## config.mk

```make
export PLATFORM = sky130hd
export DESIGN_NAME = module_display_scan
export DESIGN_NICKNAME = d
export VERILOG_FILES = /design/src/rtl/display_pkg.sv /design/src/rtl/module_refresh_tick.sv /design/src/rtl/module_display_scan.sv
export SDC_FILE = /design/constraint.sdc
export NUM_CORES = 1
export LEC_CHECK = 0
export BUFFER_PORTS_ARGS = -buffer_cell sky130_fd_sc_hd__buf_2
export CORE_UTILIZATION = 30
export DETAILED_ROUTE_END_ITERATION = 8
export GPL_ROUTABILITY_DRIVEN = 0
export PLACE_DENSITY_LB_ADDON = 0.05
export SETUP_SLACK_MARGIN = 0.2
export SLEW_MARGIN = 5
export SYNTH_ARGS = -nofsm -noshare
export SYNTH_HDL_FRONTEND = slang
export SYNTH_SLANG_ARGS = --single-unit
```

## constraint.sdc

```tcl
create_clock -name clk -period 3.1 [get_ports clk]
set_clock_uncertainty 0.1 [all_clocks]
set_input_delay 0.31 -clock clk [delete_from_list [all_inputs] [get_ports clk]]
set_output_delay 0.31 -clock clk [all_outputs]
set_load 0.01 [all_outputs]
```

## src/rtl/display_pkg.sv

```systemverilog
// Shared constants, digit-index type and nibble helpers for the multiplexed display scanner.
package display_pkg;

  localparam int NUM_DIGITS          = 4;
  localparam int DIGIT_W             = 4;
  localparam int DEFAULT_REFRESH_DIV = 50000;
  localparam logic [NUM_DIGITS-1:0] AN_OFF = 4'b1111;

  typedef logic [$clog2(NUM_DIGITS)-1:0] digit_idx_t;

  // True when idx > 0 and every nibble from idx up to the top digit is zero.
  function automatic logic upper_zero(input logic [NUM_DIGITS*DIGIT_W-1:0] value,
                                      input digit_idx_t idx);
    logic zero;
    zero = (idx != '0);
    for (int i = 0; i < NUM_DIGITS; i++) begin
      if (i >= int'(idx) && value[i*DIGIT_W +: DIGIT_W] != '0) zero = 1'b0;
    end
    return zero;
  endfunction

endpackage

```

## src/rtl/module_refresh_tick.sv

```systemverilog
// Refresh prescaler: counts 0..DIV-1 while enabled and pulses tick_o on the last count.
module module_refresh_tick #(
  parameter int DIV = 4
) (
  input  logic clk,
  input  logic rst,
  input  logic en_i,
  output logic tick_o
);

  localparam int CW = $clog2(DIV);
  localparam logic [CW-1:0] LAST = CW'(DIV - 1);

  logic [CW-1:0] count_q;

  assign tick_o = en_i && (count_q == LAST);

  always_ff @(posedge clk or posedge rst) begin
    if (rst) begin
      count_q <= '0;
    end else if (en_i) begin
      count_q <= tick_o ? '0 : count_q + CW'(1);
    end
  end

endmodule

```

## src/rtl/module_display_scan.sv

```systemverilog
// Four-digit multiplexed display scanner with registered anode/digit/index outputs.
// Optional leading-zero blanking is enabled by defining LEADING_ZERO_BLANK_EN.
module module_display_scan
  import display_pkg::*;
#(
  parameter int REFRESH_DIV = DEFAULT_REFRESH_DIV
) (
  input  logic                          clk,
  input  logic                          rst,
  input  logic                          en_i,
  input  logic                          load_i,
  input  logic [NUM_DIGITS*DIGIT_W-1:0] data_i,
  output logic [NUM_DIGITS-1:0]         an_o,
  output logic [DIGIT_W-1:0]            digit_o,
  output logic [1:0]                    idx_o
);

  logic [NUM_DIGITS*DIGIT_W-1:0] value_q;
  logic [NUM_DIGITS*DIGIT_W-1:0] value_next;
  digit_idx_t                    idx_q;
  digit_idx_t                    idx_next;
  logic [NUM_DIGITS-1:0]         an_next;
  logic                          tick;

  module_refresh_tick #(.DIV(REFRESH_DIV)) u_tick (
    .clk    (clk),
    .rst    (rst),
    .en_i   (en_i),
    .tick_o (tick)
  );

  // Outputs are built from the post-load value so a load in a tick cycle lands on the new slot.
  always_comb begin
    value_next       = load_i ? data_i : value_q;
    idx_next         = tick ? idx_q + 2'd1 : idx_q;
    an_next          = AN_OFF;
    an_next[idx_next] = 1'b0;
`ifdef LEADING_ZERO_BLANK_EN
    if (upper_zero(value_next, idx_next)) an_next = AN_OFF;
`endif
  end

  always_ff @(posedge clk or posedge rst) begin
    if (rst) begin
      value_q <= '0;
    end else if (load_i) begin
      value_q <= data_i;
    end
  end

  always_ff @(posedge clk or posedge rst) begin
    if (rst) begin
      idx_q   <= '0;
      an_o    <= AN_OFF;
      digit_o <= '0;
    end else if (en_i) begin
      idx_q   <= idx_next;
      an_o    <= an_next;
      digit_o <= value_next[idx_next*DIGIT_W +: DIGIT_W];
    end else begin
      an_o    <= AN_OFF;
    end
  end

  assign idx_o = idx_q;

endmodule

```

After elaboration in Yosys (flattened, before gate mapping) --
Cells that the tools add are included.
Storage, ports and cells: bits in registers 42, input bits 20, logic and storage cells 20
Operators by class: $add $sub $neg 2, $lt $le $gt $ge 2, equality and inequality tests 1, shift operators 1, multiplexer cells 6, bitwise operators 1, reduce and logical (&&, ||, !) cells 2
Operators with widths (count):
- 16-bit 2-to-1 mux | 2
- 16-bit by 1-bit adder with 16-bit output (second input constant) | 1
- 16-bit == test (second input constant) | 1
- 16-bit by 5-bit variable part select with 4-bit output | 1
- 4-bit 2-to-1 mux | 1
- 4-bit inverter | 1
- 2-bit by 3-bit less-than comparator with 1-bit output (second input constant) | 1
- 2-bit by 1-bit adder with 2-bit output (second input constant) | 1
- 1-bit demux with 2-bit select | 1
- 2-bit by 1-bit greater-or-equal comparator with 1-bit output (second input constant) | 1
- 1-bit logical AND | 2
- 2-bit 2-to-1 mux | 1
- 1-bit 2-to-1 mux | 1

Longest topological paths before layout --
Gate-level depths: netlist (run 1).
depth in word-level cells 9, gate-level depth with buffers 9, mapped depth without buffers 7

Modules after synthesis --
Synthesis (run 1) repeated with hierarchy kept, for this count alone.
Second synthesis, totals: cell total of the unflattened synthesis 149, area total of the unflattened synthesis 1966.9 um^2
Modules (own cells, without submodules):
- module_display_scan | times used 1, cells each 72, area an instance 1167.4 um^2, sequential area each 655.6 um^2
- module_refresh_tick | times used 1, cells each 77, area an instance 799.5 um^2, sequential area each 400.4 um^2

Least setup slack after synthesis (run 1) --
No wires, ideal clock.
path kind register to register, from register u_tick.count_q[5], to register digit_o[3], setup time 131 ps, data arrival time 2073 ps, path slack 796 ps, stages on the path, launching flop included 9, buffers on the path 2, clock period less this slack 2304 ps, cell sequence dfrtp_1 -> or4b_4 -> or4_4 -> buf_6 -> buf_6 -> nor3_1 -> a31oi_1 -> nand4_1 -> o21ai_1
Between the ends: cells in the longest elaborated chain, start to end 4
Ends and longest elaborated chain:
- from (decl) | RTL line module_refresh_tick.sv:14 | logic [CW-1:0] count_q;
- from (signal assigned) | RTL line module_refresh_tick.sv:22 | count_q <= tick_o ? '0 : count_q + CW'(1);
- 16-bit == test | RTL line module_refresh_tick.sv:16 | assign tick_o = en_i && (count_q == LAST);
- 1-bit logical AND | RTL line module_refresh_tick.sv:16
- 2-bit 2-to-1 mux | RTL line module_display_scan.sv:35 | idx_next = tick ? idx_q + 2'd1 : idx_q;
- 16-bit by 5-bit variable part select with 4-bit output | RTL line module_display_scan.sv:59 | digit_o <= value_next[idx_next*DIGIT_W +: DIGIT_W];
- to (signal assigned) | RTL line module_display_scan.sv:59
- to (decl) | RTL line module_display_scan.sv:14 | output logic [DIGIT_W-1:0] digit_o,
No other way between the ends. A chain may end at the register's enable or synchronous reset.

Worst setup path after layout (run 1) --
from register u_tick.count_q[5], to register digit_o[2]
Same word-level chain as after synthesis.

==> impl_metrics.toml, run 1 <==
[sta]
setup_viol = 0
fin_crit_sh = 0.803
rsz0062_at_grt = "no"
period_needed_ns = 2.49
hold_viol = 0
slew_violations = 0
tns_ns = 0
worst_pin_slew_ns = 0.608
fmax_mhz = 402
timing.slew.headroom = 0.595

[yosys]
synth_common_cells = "dfrtp_1 (38), mux2_2 (15), nand2_1 (14)"
yosys.area.top_type_share = 0.469
synth_xor_area_frac = 0.0604
yosys-mux-area-fraction = 0.113
ys_top_cells_by_area = "dfrtp_1 (47%), mux2_2 (8.3%), dfstp_2 (5.2%)"
yosysUniqueCellTypes = 35
yosysSeqAreaShare = 0.520
synth_area_um2 = 2030
synth_nets = 213
synth_top_cell_by_area = "dfrtp_1"
syn_inst = 192
async_flop_share = 1.00
synth.avg_cell_area_um2 = 10.6
synth-seq-cells = 42
synth_most_common_cell = "dfrtp_1"
ys.flop_type = "dfrtp_1"
synth_compound_area_frac = 0.0709
synthAdderAreaFrac = 0.00617
synth_top_family_by_area = "simple AND/OR/NAND/NOR gates"
synth_edf_count = 0
yosysWarnings = 0
synthSimpleGateAreaFrac = 0.180

[clock_network]
ctsLongestPathBuffers = 2
cts-resized-gates = 0
clk_pin_slew_ns = 0.08
clk_latency_ns = 0.29
htree_levels = 2
holdBufCountCts = 0
cts_sinks = 42
cts_setup_buffers = 0
cts_tree = "yes"
cts_buffers = 5
cts-root-buf = "clkbuf_8"

[global_routing]
grt_pass1_vias = 1453
grt_max_degree = 43
grt_pass1_wl_um = 7100
grt_antenna_before_repair = 0
gr-usage-all-layers = 0.130
grt-ovfl-total = 0

[worst_setup_path]
critical_path.cell_chain = "or4b_4 -> or4_4 -> a31oi_1 -> o21ai_0 -> a2bb2oi_1 -> a21oi_1"
cp-end-kind = "register"
critPathLaunchType = "register"
critPathMaxFanout = 25
cp_data_arrival_time_ns = 2.56
cp_num_buf_inv = 0
worstPathRequired_ns = 3.17
critPathMaxStageDelay_ns = 0.68
path_delay_family = "simple AND/OR/NAND/NOR gates"
cp_slowest_cell = "or4_4"
crit_type = "reg2reg"

[drt]
post_drt_wl_per_cell_um = 14.1
via_per_inst = 4.91
drtIter0Drc = 61
wl_um = 4210
firstDrtPassIters = 6
drc = 6
final_antenna_net_count = 0
vias = 1462

[layout]
drive_gt1_frac = 0.281
num-nets-final = 241
final_util = 0.362
syn2layout_area_growth_pct = 14.6
diodes = 0

[floorplanning]
die_x_um = 84.3
die_h_um = 84.3
io-pin-count = 30
die-area_um2 = 7100
floorplan.initialDensity = 0.316
rows = 29
core_um2 = 6420

[place]
port_buffers = 29
dpl.hpwl_um = 2940

[power]
max-vdd-ir-drop_v = 0.000162
p_leak_uw = 0.00105
p_per_area_nw_per_um2 = 503

[run_status]
status = "finished, violations left"
violations = "DRC"

[min_path]
hold_class = "in2async"

[flow_run]
cap_violations = 0
layout make-up:
| type | instances | area [µm²] |
|---|---|---|
| repair buffers | 32 | 168 |
| well taps | 77 | 96.3 |
| inverters | 11 | 41.3 |
| clock inverters | 1 | 5.00 |
| flip-flops and latches | 42 | 1060 |
| clock buffers | 7 | 86.3 |
| multi-input cells | 128 | 873 |
| fillers | 655 | 4100 |
worst register-to-register path: stages, from the launching register on:
cell	delay, ns
dfrtp_1	0.43
or4b_4	0.56
or4_4	0.68
a31oi_1	0.20
o21ai_0	0.11
a2bb2oi_1	0.20
a21oi_1	0.09
metal layers:
metal / up-vias / part of all wire / track usage
met5: - / 0 / 0
met4: 0 / 0.013 / 0.0408
met3: 6 / 0.034 / 0.0334
met2: 22 / 0.51 / 0.230
met1: 716 / 0.44 / 0.153
li1: 718 / - / -
cells in the final DEF (no fill, tap or decap), drive strengths merged, types with 3 or more instances in the layout:
| cell | synthesis | final |
|---|---|---|
| xor2 | 7 | 7 |
| dfstp | 4 | 4 |
| dfrtp | 38 | 38 |
| o21ai | 10 | 10 |
| and3 | 6 | 6 |
| nor3 | 10 | 10 |
| a21oi | 6 | 6 |
| nand2b | 3 | 3 |
| a31oi | 4 | 4 |
| mux2 | 15 | 15 |
| xnor2 | 7 | 7 |
| inv | 10 | 10 |
| o21a | 3 | 3 |
| buf | 7 | 32 |
| mux2i | 6 | 6 |
| nand4 | 5 | 5 |
| nand2 | 14 | 14 |
| nor2 | 10 | 10 |
| clkbuf | 4 | 7 |
| nand3 | 10 | 10 |
worst paths after layout:
path / to / startpoint / cells after the start / slack, ns
max: digit_o[2] / u_tick.count_q[5] / 6 / 0.61
max in group asynchronous: an_o[3] / rst / 3 / 2.48
min reg2reg: u_tick.count_q[13] / u_tick.count_q[13] / 1 / 0.39
min: u_tick.count_q[12] / rst / 3 / 0.03
min in group clk: value_q[15] / data_i[15] / 2 / 0.17
max reg2reg: digit_o[2] / u_tick.count_q[5] / 6 / 0.61
registers in the layout, indices dropped and copies added (netlist names):
register and cells:
u_tick.count_q 16, idx_o 2, an_o 4, value_q 16, digit_o 4
where the power goes:
group          internal [µW]  switching [µW]
Combinational           72.2            76.8
Sequential               608            44.1
Clock                    180             189
Total                    860             310
per-stage QoR:
stage / worst slack [ns] / cells / total power, µW / cell area, µm² / hold slack, ns
floorplan: 0.796 / 192 / 759 / 2030 / 0.348
detailed placement: 0.622 / 290 / 816 / 2230 / 0.386
CTS: 0.605 / 298 / 1200 / 2330 / 0.0566
global route: 0.492 / 298 / 1250 / 2330 / 0.0821
global placement: 0.693 / 290 / 810 / 2230 / 0.375
finish: 0.610 / 298 / 1170 / 2330 / 0.0261
cell families (layout without fill, tap and decap cells):
family	count (synthesis)	after routing
DFF	42	42
AOI/OAI and AO/OA	25	25
adders and majority gates	1	1
buffers and inverters	22	51
and+or+nand+nor	67	67
xor gates and xnor gates	14	14
muxes	21	21
Note: power is estimated with default switching activity, not from simulation.
==> inputs of run 2 (changes only) <==
- ABC_AREA: default -> 1
- clock period: 3.1 -> 2 ns (I/O delays scaled with it)
==> run 2 against run 1 <==
The run now ends clean; wire length increased by 13%; fmax increased by 43%; sequential cell count unchanged; synthesized area increased by 7.3%; die area increased by 7.2%; sequential share of layout area decreased by 6.4 points; clock power increased by 84%; worst setup slack got worse by 0.35 ns; total power increased by 87%; final cell count increased by 36%.
==> impl_metrics.toml, run 2 <==
[worst_setup_path]
reg2reg_depth = 10
critPathLaunchType = "register"
startpoint = "u_tick.count_q[0]"
critPathMaxStageDelay_ns = 0.42
critical_path.cell_chain = "ha_4 -> nand4_4 -> nor2_4 -> nand3_4 -> nand2_4 -> nand2_2 -> nand3_2 -> nand2_1 -> nand2_1 -> nand2_1"
crit_path_frequent_cell = "nand2_1"
rrSetupSlack_ns = 0.26
r2r-end = "digit_o[0]"
crit_type = "reg2reg"
reg2reg_from = "u_tick.count_q[0]"
cp_data_arrival_time_ns = 1.83
cp_slowest_cell = "dfrtp_1"
cp-end-kind = "register"
worstPathRequired_ns = 2.09
critPathMaxFanout = 6
setup.worst_path.end = "digit_o[0]"

[global_routing]
grt_max_degree = 43
grt_antenna_before_repair = 0
grt_pass1_vias = 1542
grt_pass1_wl_um = 7710
grt-ovfl-total = 0
gr-usage-all-layers = 0.134

[layout]
multiInputGateArea_um2 = 1010
drive_gt1_frac = 0.287
diodes = 0
reg_top3 = "u_tick.count_q x16, value_q x16"
final_cell_mix = "nand2_1 (57), inv_1 (48), dfrtp_1 (37)"
num-nets-final = 330
mostFrequentLayoutCell = "nand2_1"
stdcell_count = 406
ff_latch_area_um2 = 1060
syn2layout_area_growth_pct = 24.4
fill_cells = 788

[yosys]
synthAdderAreaFrac = 0.00574
yosys.area.top_type_share = 0.437
yosysWarnings = 0
yosys-mux-area-fraction = 0
synth_area_um2 = 2180
synth_compound_area_frac = 0.0609
synth_top_family_by_area = "simple AND/OR/NAND/NOR gates"
yosysSeqAreaShare = 0.485
syn_inst = 266
synth_xor_area_frac = 0.0402
synth_most_common_cell = "nand2_1"
async_flop_share = 1.00
synth_common_cells = "nand2_1 (64), inv_1 (48), dfrtp_1 (38)"
synth-seq-cells = 42
synthSimpleGateAreaFrac = 0.304
ys_top_cells_by_area = "dfrtp_1 (44%), nand2_1 (11%), inv_1 (8.3%)"
synth.avg_cell_area_um2 = 8.19
synth_nets = 287
yosysUniqueCellTypes = 29
synth_edf_count = 0
synth_top_cell_by_area = "dfrtp_1"
ys.flop_type = "dfrtp_1"

[power]
p_leak_uw = 0.00133
max-vdd-ir-drop_v = 0.000449
p_per_area_nw_per_um2 = 808
clkPwrFrac = 0.310
internal_power_uw = 1500
power_frac_comb = 0.195
total_power_uw = 2190
seq_power_share = 0.495
power_switching_uw = 687
swShare = 0.314

[floorplanning]
io-pin-count = 30
core_um2 = 6910
floorplan.initialDensity = 0.315
die_x_um = 87.2
die_h_um = 87.2
die-area_um2 = 7610
rows = 30

[place]
port_buffers = 29
dpl.hpwl_um = 3260
dpl_worst_slack_ns = 0.197
placed_cells = 388

[clock_network]
ctsLongestPathBuffers = 2
cts_buffers = 5
htree_levels = 2
cts-root-buf = "clkbuf_8"
cts_tree = "yes"
clk_pin_slew_ns = 0.08
clk_latency_ns = 0.29
cts_sinks = 42

[drt]
final_antenna_net_count = 0
drc = 0
drtIter0Drc = 90
wl_um = 4760
firstDrtPassIters = 4
via_per_inst = 4.27
vias = 1732
post_drt_wl_per_cell_um = 11.7

[sta]
slew_violations = 0
hold_viol = 0
period_needed_ns = 1.74
rsz0062_at_grt = "yes"
setup_ws_ns = 0.263
fmax_mhz = 576
setup_viol = 0
worst_pin_slew_ns = 0.539
fin_crit_sh = 0.869
tns_ns = 0
timing.slew.headroom = 0.641

[run_status]
status = "finished clean"

[min_path]
worstHoldPathCells = 5
hold_class = "in2reg"

[flow_run]
cap_violations = 0
[run 2: metrics by stage]
step	area, µm²	util	hold slack, ns
detailed placement	2430	0.353	0.278
global placement	2430	0.353	0.275
floorplan	2180	-	0.268
CTS	2550	0.370	0.139
global route	2710	0.392	0.164
finish	2710	0.392	0.134
[run 2: worst min path at each step]
stage               startpoint                 to  slack (ns)
floorplan               load_i        value_q[12]        0.27
global placement           rst  u_tick.count_q[2]        0.28
detailed placement         rst  u_tick.count_q[2]        0.28
CTS                 data_i[11]        value_q[11]        0.14
global route        data_i[15]        value_q[15]        0.16
finish               data_i[2]         value_q[2]        0.13
[run 2: repair_timing]
item | in CTS | in global routing
gates resized for setup | 1 | 20
endpoints found under the setup margin | 1 | 7
gates cloned | 0 | 3
pin swaps | 0 | 12
hold buffers | 1 | 0
endpoints found under the hold margin | 38 | 0
setup buffers | 0 | 6
[run 2: kinds of logic (layout without fill, tap and decap cells)]
| kind of cell | count (synthesis) | count (layout) |
|---|---|---|
| AOI/OAI and AO/OA | 26 | 26 |
| buffers and inverters | 58 | 99 |
| DFF | 42 | 42 |
| adders and majority gates | 1 | 1 |
| and+or+nand+nor | 129 | 132 |
| xor gates and xnor gates | 10 | 10 |
[run 2: area by class of cell]
cell class,instances,share of cell area
clock inverter,1,0.0111
sequential,42,0.390
tap,96,0.0443
timing repair buffer,39,0.0822
multi-input combinational,169,0.372
clock buffer,7,0.0282
inverter,52,0.0720
[run 2: power groups by stage]
| stage | clock network (µW) | registers (µW) | logic, µW |
|---|---|---|---|
| final | 679 | 1090 | 427 |
| after global routing | 736 | 1100 | 496 |
| after CTS | 695 | 1070 | 389 |
| after detailed placement | 0 | 1090 | 382 |
| after global placement | 0 | 1090 | 387 |
| after floorplan | 0 | 1070 | 283 |
[run 2: per-layer routing]
layer  wire length (µm)  vias to the layer above  GRT usage
met5                  0                        -          0
met4                 61                        0     0.0447
met3                173                        6     0.0341
met2               1880                       24      0.175
met1               2650                      789      0.210
li1                   -                      913          -
[run 2: critical path, delay by kind of cell, from the launching register on]
| kind | cells | cell delay (ns) |
|---|---|---|
| AND/OR/NAND/NOR | 9 | 0.94 |
| adder cells (fa/ha/maj) | 1 | 0.18 |
| flip-flops | 1 | 0.42 |
==> inputs of run 3 (changes only) <==
- CORE_UTILIZATION: 30 -> 43
==> run 3 against run 2 <==
Worst setup slack improved by 0.0062 ns; fmax grew 0.36%; highest routed layer unchanged; critical path depth shrank 3.
==> impl_metrics.toml, run 3 (synthesis gave the netlist of run 2 again) <==
[place]
dpl.hpwl_um = 3310
dpl_worst_slack_ns = 0.245
port_buffers = 29

[drt]
topRoutingLayerUsed = "met4"
firstDrtPassIters = 4
vias = 1708
wl_um = 4410
wl_met1_um = 2460
final_antenna_net_count = 0
post_drt_wl_per_cell_um = 11.8
wl_met3_um = 142
wl_met2_um = 1720
drc = 0
drtIter0Drc = 60
via_per_inst = 4.55

[power]
total_power_uw = 2090
p_per_area_nw_per_um2 = 796
max-vdd-ir-drop_v = 0.000421
p_leak_uw = 0.00133

[worst_setup_path]
critPathMaxFanout = 3
critPathMaxStageDelay_ns = 0.42
path_delay_family = "simple AND/OR/NAND/NOR gates"
critPathLaunchType = "register"
cp_slowest_cell = "dfrtp_1"
crit_path_frequent_cell = "nor3_4"
crit_type = "reg2reg"
worstPathRequired_ns = 2.09
cp_data_arrival_time_ns = 1.82
critical_path.cell_chain = "ha_4 -> nand3_4 -> nor3_4 -> nand3_2 -> nor3_4 -> nand3_1 -> xor2_1"
cp_num_buf_inv = 0
cp-end-kind = "register"
rrSetupSlack_ns = 0.27

[floorplanning]
core_um2 = 4790
die_x_um = 73.2
floorplan.initialDensity = 0.455
rows = 25
die_h_um = 73.2
io-pin-count = 30
die-area_um2 = 5350

[clock_network]
cts-root-buf = "clkbuf_8"
clk_latency_ns = 0.30
clk_pin_slew_ns = 0.08
cts_tree = "yes"
htree_levels = 2
ctsLongestPathBuffers = 2
cts_buffers = 5
cts_sinks = 42

[flow_run]
cap_violations = 0

[layout]
final_cell_mix = "nand2_1 (63), inv_1 (48), dfrtp_1 (36)"
drive_gt1_frac = 0.256
reg_top3 = "u_tick.count_q x16, value_q x16"
final_util = 0.549
num-nets-final = 328
diodes = 0
mostFrequentLayoutCell = "nand2_1"
syn2layout_area_growth_pct = 20.6

[sta]
setup_viol = 0
timing.slew.headroom = 0.636
period_needed_ns = 1.73
hold_viol = 0
worst_pin_slew_ns = 0.546
fin_crit_sh = 0.866
rsz0062_at_grt = "yes"
slew_violations = 0
fmax_mhz = 578
setup_ws_ns = 0.269
fin_hold_ws_ns = 0.101
tns_ns = 0

[global_routing]
gr-usage-all-layers = 0.179
grt-ovfl-total = 0
grt_pass1_wl_um = 7220
grt_antenna_before_repair = 0
grt_max_degree = 33
grt_pass1_vias = 1504

[min_path]
hold_class = "in2reg"

[run_status]
status = "finished clean"
[run 3: metal layers]
metal | vias up | global-route usage
met1 | 763 | 0.280
met5 | - | 0
met3 | 8 | 0.0304
met2 | 32 | 0.240
li1 | 905 | -
met4 | 0 | 0.0719
[run 3: repair_timing]
item,in CTS,in global routing
hold buffers,1,0
resized for setup,0,16
endpoints found under the setup margin,0,6
setup buffers,0,6
endpoints found under the hold margin,12,0
[run 3: per-stage QoR]
| stage | area (µm²) | std cells |
|---|---|---|
| 2_1_floorplan | 2180 | 266 |
| 3_3_place_gp | 2410 | 360 |
| 3_5_place_dp | 2410 | 360 |
| 4_1_cts | 2510 | 369 |
| 5_1_grt | 2630 | 375 |
| 6_report | 2630 | 375 |
[run 3: layout make-up]
cell class / instances / area, µm²
Fill cell: 489 / 2160
Timing Repair Buffer: 40 / 234
Clock inverter: 1 / 5.00
Inverter: 52 / 195
Sequential cell: 42 / 1060
Tap cell: 67 / 83.8
Clock buffer: 7 / 86.3
Multi-Input combinational cell: 166 / 965
[run 3: power by group]
part	internal, µW	switching, µW
sequential	969	133
combinational	160	261
clock	279	290
[run 3: final timing paths]
kind / start / to / depth (start not counted)
hold reg to reg: digit_o[3] / digit_o[3] / 2
hold / removal: en_i / u_tick.count_q[15] / 2
setup reg to reg: u_tick.count_q[1] / u_tick.count_q[12] / 7
setup / recovery: u_tick.count_q[1] / u_tick.count_q[12] / 7
min in group asynchronous: rst / u_tick.count_q[9] / 3
max in group asynchronous: rst / an_o[2] / 4
